File: config.mk
export PLATFORM = sky130hd
export DESIGN_NAME = memory_stage
export DESIGN_NICKNAME = d
export VERILOG_FILES = /design/src/rtl/memory_stage.sv
export SDC_FILE = /design/constraint.sdc
export NUM_CORES = 1
export LEC_CHECK = 0
export ABC_CLOCK_PERIOD_IN_PS = 2100
export CAP_MARGIN = 20
export CORE_AREA = 2 2 122 124
export CTS_CLUSTER_DIAMETER = 80
export DETAILED_ROUTE_END_ITERATION = 8
export DIE_AREA = 0 0 124 126
export GPL_TIMING_DRIVEN = 0
export HOLD_SLACK_MARGIN = 0.15
export PLACE_DENSITY = 0.8
export SLEW_MARGIN = 20
export SYNTH_ARGS = -nofsm -noshare
export SYNTH_HDL_FRONTEND = slang
export SYNTH_SLANG_ARGS = --single-unit
File: constraint.sdc
create_clock -name clk -period 2.1 [get_ports clk]
set_input_delay 0.42 -clock clk [delete_from_list [all_inputs] [get_ports clk]]
set_output_delay 0.42 -clock clk [all_outputs]
set_load 0.05 [all_outputs]
File: src/rtl/memory_stage.sv
// memory_stage: pipeline stage between execute (M) and writeback (W).
// Performs loads/stores on a variable-latency req/ack data-memory port,
// steers byte/halfword/word lanes, sign/zero-extends loads, stalls the
// pipeline while an access is outstanding, and forces completion after
// TIMEOUT_CYCLES request cycles without an ack.
//
// Ports:
//   clk, rst                       clock, synchronous active-high reset
//   RegWriteM .. ALU_ResultM       M-side pipeline register outputs
//   dmem_req/we/addr/wdata/be      memory request (combinational)
//   dmem_rdata, dmem_ack           memory response
//   StallM                         hold PC/F/D/E/M while access outstanding
//   RegWriteW .. ReadDataW         W pipeline register
//   MemErr                         sticky misalign/timeout error flag
module memory_stage #(
  parameter int unsigned TIMEOUT_CYCLES = 16
) (
  input  logic        clk,
  input  logic        rst,
  input  logic        RegWriteM,
  input  logic        MemWriteM,
  input  logic        ResultSrcM,
  input  logic [1:0]  SizeM,
  input  logic        UnsignedM,
  input  logic [4:0]  RD_M,
  input  logic [31:0] PCPlus4M,
  input  logic [31:0] WriteDataM,
  input  logic [31:0] ALU_ResultM,
  output logic        dmem_req,
  output logic        dmem_we,
  output logic [31:0] dmem_addr,
  output logic [31:0] dmem_wdata,
  output logic [3:0]  dmem_be,
  input  logic [31:0] dmem_rdata,
  input  logic        dmem_ack,
  output logic        StallM,
  output logic        RegWriteW,
  output logic        ResultSrcW,
  output logic [4:0]  RD_W,
  output logic [31:0] PCPlus4W,
  output logic [31:0] ALU_ResultW,
  output logic [31:0] ReadDataW,
  output logic        MemErr
);

  localparam int unsigned CntW = (TIMEOUT_CYCLES > 1) ? $clog2(TIMEOUT_CYCLES) : 1;
  localparam logic [CntW-1:0] CntMax = CntW'(TIMEOUT_CYCLES - 1);

  logic [CntW-1:0] r_wait_cnt;

  logic        w_access;
  logic        w_is_load;
  logic        w_is_byte;
  logic        w_is_half;
  logic        w_misaligned;
  logic        w_timeout;
  logic        w_wait;
  logic [7:0]  w_byte;
  logic [15:0] w_half;
  logic [31:0] w_load_ext;

  // A store wins when both MemWriteM and ResultSrcM are set.
  assign w_access  = MemWriteM | ResultSrcM;
  assign w_is_load = ResultSrcM & ~MemWriteM;
  assign w_is_byte = (SizeM == 2'b00);
  assign w_is_half = (SizeM == 2'b01);

  // Size 2'b11 is treated as a word.
  assign w_misaligned = w_access &
                        ((w_is_half & ALU_ResultM[0]) |
                         (~w_is_byte & ~w_is_half & (ALU_ResultM[1:0] != 2'b00)));

  assign dmem_req  = ~rst & w_access & ~w_misaligned;
  assign dmem_we   = MemWriteM;
  assign dmem_addr = {ALU_ResultM[31:2], 2'b00};

  assign w_wait    = dmem_req & ~dmem_ack;
  assign w_timeout = w_wait & (r_wait_cnt == CntMax);
  assign StallM    = w_wait & ~w_timeout;

  // Store lane steering.
  always_comb begin
    dmem_be    = 4'b1111;
    dmem_wdata = WriteDataM;
    if (w_is_byte) begin
      dmem_be    = 4'b0001 << ALU_ResultM[1:0];
      dmem_wdata = {4{WriteDataM[7:0]}};
    end else if (w_is_half) begin
      dmem_be    = ALU_ResultM[1] ? 4'b1100 : 4'b0011;
      dmem_wdata = {2{WriteDataM[15:0]}};
    end
  end

  // Load lane extraction and extension.
  always_comb begin
    w_byte = dmem_rdata[7:0];
    case (ALU_ResultM[1:0])
      2'b00:   w_byte = dmem_rdata[7:0];
      2'b01:   w_byte = dmem_rdata[15:8];
      2'b10:   w_byte = dmem_rdata[23:16];
      default: w_byte = dmem_rdata[31:24];
    endcase
    w_half = ALU_ResultM[1] ? dmem_rdata[31:16] : dmem_rdata[15:0];

    w_load_ext = dmem_rdata;
    if (w_is_byte) begin
      w_load_ext = {{24{~UnsignedM & w_byte[7]}}, w_byte};
    end else if (w_is_half) begin
      w_load_ext = {{16{~UnsignedM & w_half[15]}}, w_half};
    end
  end

  // Wait counter: runs only while stalled, so ack, timeout and any
  // non-stalled cycle all bring it back to zero.
  always_ff @(posedge clk) begin
    if (rst) begin
      r_wait_cnt <= '0;
    end else if (StallM) begin
      r_wait_cnt <= r_wait_cnt + CntW'(1);
    end else begin
      r_wait_cnt <= '0;
    end
  end

  // W pipeline register: bubble while stalled, M fields on completion.
  always_ff @(posedge clk) begin
    if (rst) begin
      RegWriteW   <= 1'b0;
      ResultSrcW  <= 1'b0;
      RD_W        <= '0;
      PCPlus4W    <= '0;
      ALU_ResultW <= '0;
      ReadDataW   <= '0;
      MemErr      <= 1'b0;
    end else if (StallM) begin
      RegWriteW  <= 1'b0;
      ResultSrcW <= 1'b0;
    end else begin
      RegWriteW   <= RegWriteM & ~w_misaligned & ~w_timeout;
      ResultSrcW  <= ResultSrcM;
      RD_W        <= RD_M;
      PCPlus4W    <= PCPlus4M;
      ALU_ResultW <= ALU_ResultM;
      ReadDataW   <= (w_is_load & dmem_req & dmem_ack) ? w_load_ext : 32'h0;
      MemErr      <= MemErr | w_misaligned | w_timeout;
    end
  end

endmodule

==> results.cfg <==
[status]
status = complete, but fails checks
violations = negative setup slack

[worst_setup_path]
cp_common_cell = buf_8
critPathSlowestCell = or3_4
path_class = flop to primary output
cp.arrival_ps = 1700
path_buf_inv = 3
cp_cell_sequence = ha_4 -> a31o_2 -> or3_4 -> clkinv_8 -> buf_8 -> buf_8
cpPeakStageDelay_ps = 370
crit_path_max_fanout = 3
cp_top_family = simple AND/OR/NAND/NOR gates
critPathLaunchType = flop
end_kind = primary output
worstPathRequired_ps = 1680

[cts]
tritoncts = yes
numCtsBuffers = 9
cts_htree_levels = 3
holdBufCountCts = 0
root_buffer = clkbuf_16
clkTransAtPathRegs_ps = 80
insertion_delay_ps = 350
cts_sinks = 108
cts_buffer_depth = 2

[placement]
portBuffers = 312
gp_congestion = 0.924
dpl.hpwl_mm = 15.8

[pwr]
irDropWorstVdd_mv = 0.370
p_per_area_mw_per_mm2 = 667
p_leak_nw = 3.62

[layout]
postLayoutCoreUtil = 0.634
fill_cells = 1302
multi_input_area_mm2 = 0.00259
area_growth_pct = 71.3
final-seq-area_mm2 = 0.00216
design.final.nets = 1113
drive_gt1_frac = 0.174

[timing]
holdWs_ps = 445
worst_pin_slew_ps = 576
worst_slack_ps = -24.6
hold_viol_final = 0
finClkSkew_ps = 10.6
post-route-period-util = 1.01
rsz0062_at_grt = true
finalSetupTns_ps = -24.6
max_freq_mhz = 471
slew_headroom = 0.615
finalCriticalPeriod_ps = 2120
slew_violations = 0
setup_viol = 1

[global_routing]
grt_max_degree = 19
antenna_found_initial = 1
grt_pass1_vias = 5516
grt-ovfl-total = 0
grt_pass1_wl_mm = 29.7
grt_usage = 0.249

[logic_synthesis]
synth_cell_types = 47
ys_seq_elements = 108
ys_async_sr_fraction = 0
syn_avg_cell_area_um2 = 8.30
synthCells = 638
ys.flop_type = dfxtp_1
yosysWarnings = 0
synth_area_mm2 = 0.00530
yosysSeqAreaShare = 0.408
synth_edf_count = 0

[die]
die_x_um = 124
ios = 317
die-area_mm2 = 0.0156
core.rowCount = 44
fp.dieH_um = 126
start_util = 0.370
coreArea_mm2 = 0.0143

[detailed_routing]
drc = 0
wl_mm = 20.1
dr_total_vias = 5670
via_per_inst = 4.89
ant_nets = 0
routedWlPerCell_um = 17.3
first_pass_iters = 5
first_iter_violations = 327

[flow_run]
timing.max_cap.violations = 0

[hold_path]
hold_path.class = flop to flop
## path summary, 6_finish.rpt
path	start	end	slack, ps	depth (start not counted)
worst max register to register	r_wait_cnt[0]	ReadDataW[20]	210	9
worst min register to register	RD_W[4]	RD_W[4]	440	2
worst max-delay path	r_wait_cnt[0]	StallM	-20	6
worst min-delay path	RD_W[4]	RD_W[4]	440	2
## area by class of cell
cell class	instances	share of cell area
antenna	1	0.000276
inverter	11	0.00593
clock inverter	7	0.0134
clock buffer	9	0.0248
multi-input combinational	432	0.286
buffer	88	0.0731
sequential	108	0.239
tap	184	0.0254
timing repair buffer	320	0.333
## tightest hold or removal path: stages (launching register included)
cell and delay (ps):
dfxtp_1 310, nand2_1 50, o21ai_1 50
## power by group
group          switching [mW]  leakage (nW)  internal [mW]  total, mW
Clock                   0.813         0.170           1.18       1.99
Combinational            1.13          2.56          0.728       1.85
Sequential             0.0514         0.891           2.16       2.21
Total                    1.99          3.62           4.06       6.05
## synthesized netlist by cell type (10+ instances only)
library cell,n,area share
inv_1,10,0.0071
nor2b_1,19,0.022
clkbuf_1,21,0.015
o21ai_0,77,0.073
nand2_1,109,0.077
dfxtp_1,108,0.41
o21ai_1,33,0.031
nand2b_1,73,0.086
a21oi_1,17,0.016
mux2_2,17,0.036
o21bai_1,10,0.014
buf_4,42,0.060
buf_2,10,0.0094
## kinds of logic (layout without fill, tap and decap cells)
group / after synthesis / in the layout / synth area share
simple gates: 231 / 231 / 0.223
compound gates: 170 / 170 / 0.192
flops: 108 / 108 / 0.408
buf+inv: 99 / 435 / 0.117
mux: 26 / 26 / 0.0531
xor+xnor: 2 / 2 / 0.00331
fa+ha+maj: 1 / 1 / 0.00236
other cells: 1 / 3 / 0.000708
## stage by stage
stage	setup slack, ps	instance area, um2	std cells	power, mW
floorplan	-18.0	5340	639	3.34
global placement	-1430	8690	1135	4.12
detailed placement	-1420	8690	1135	4.13
CTS	-75.9	9050	1157	6.09
global route	-64.6	9070	1160	6.26
finish	-24.6	9070	1160	6.05
## state kept, by name, summed over array words and instances (netlist names)
register / count
RegWriteW: 1
ALU_ResultW: 32
PCPlus4W: 32
r_wait_cnt: 4
ReadDataW: 32
MemErr: 1
ResultSrcW: 1
RD_W: 5
## metal layers
layer  vias up  wire, um  track usage
met5         -         0            0
li1       2789         -            -
met4         0       691        0.115
met2       284     10200        0.456
met3        43      2020       0.0738
met1      2554      7220        0.256
## what timing repair did
action / CTS / global route
setup buffers: 6 / 1
endpoints found under the setup margin: 164 / 20
cloned: 0 / 1
resized for setup: 250 / 11
pin swaps: 2 / 1
endpoints found under the hold margin: 0 / 0
## cells in the final DEF, fill, tap and decap left out, types with 2 or more instances in the layout
| master | count |
|---|---|
| nand2b_1 | 73 |
| nor2b_1 | 19 |
| or4_1 | 7 |
| clkbuf_2 | 8 |
| o21ai_2 | 7 |
| clkbuf_1 | 12 |
| buf_6 | 12 |
| clkdlybuf4s50_1 | 237 |
| nand3b_1 | 2 |
| dfxtp_2 | 2 |
| nand2_1 | 109 |
| mux2i_1 | 9 |
| o221ai_1 | 7 |
| clkbuf_16 | 9 |
| inv_6 | 2 |
| nand3_1 | 2 |
| nor3b_1 | 2 |
| clkbuf_4 | 4 |
| o21bai_2 | 2 |
| nor2_1 | 8 |
| conb_1 | 2 |
| inv_1 | 10 |
| buf_8 | 4 |
| bufinv_16 | 3 |
| a21oi_1 | 17 |
| buf_4 | 60 |
| dlygate4sd2_1 | 42 |
| buf_2 | 24 |
| o32ai_1 | 8 |
| a22o_1 | 8 |
| o21bai_1 | 7 |
| dfxtp_1 | 106 |
| clkbuf_8 | 3 |
| and2_1 | 3 |
| o21ai_0 | 69 |
| mux2_2 | 17 |
| o21ai_1 | 34 |
Note: power is estimated with default switching activity, not from simulation.
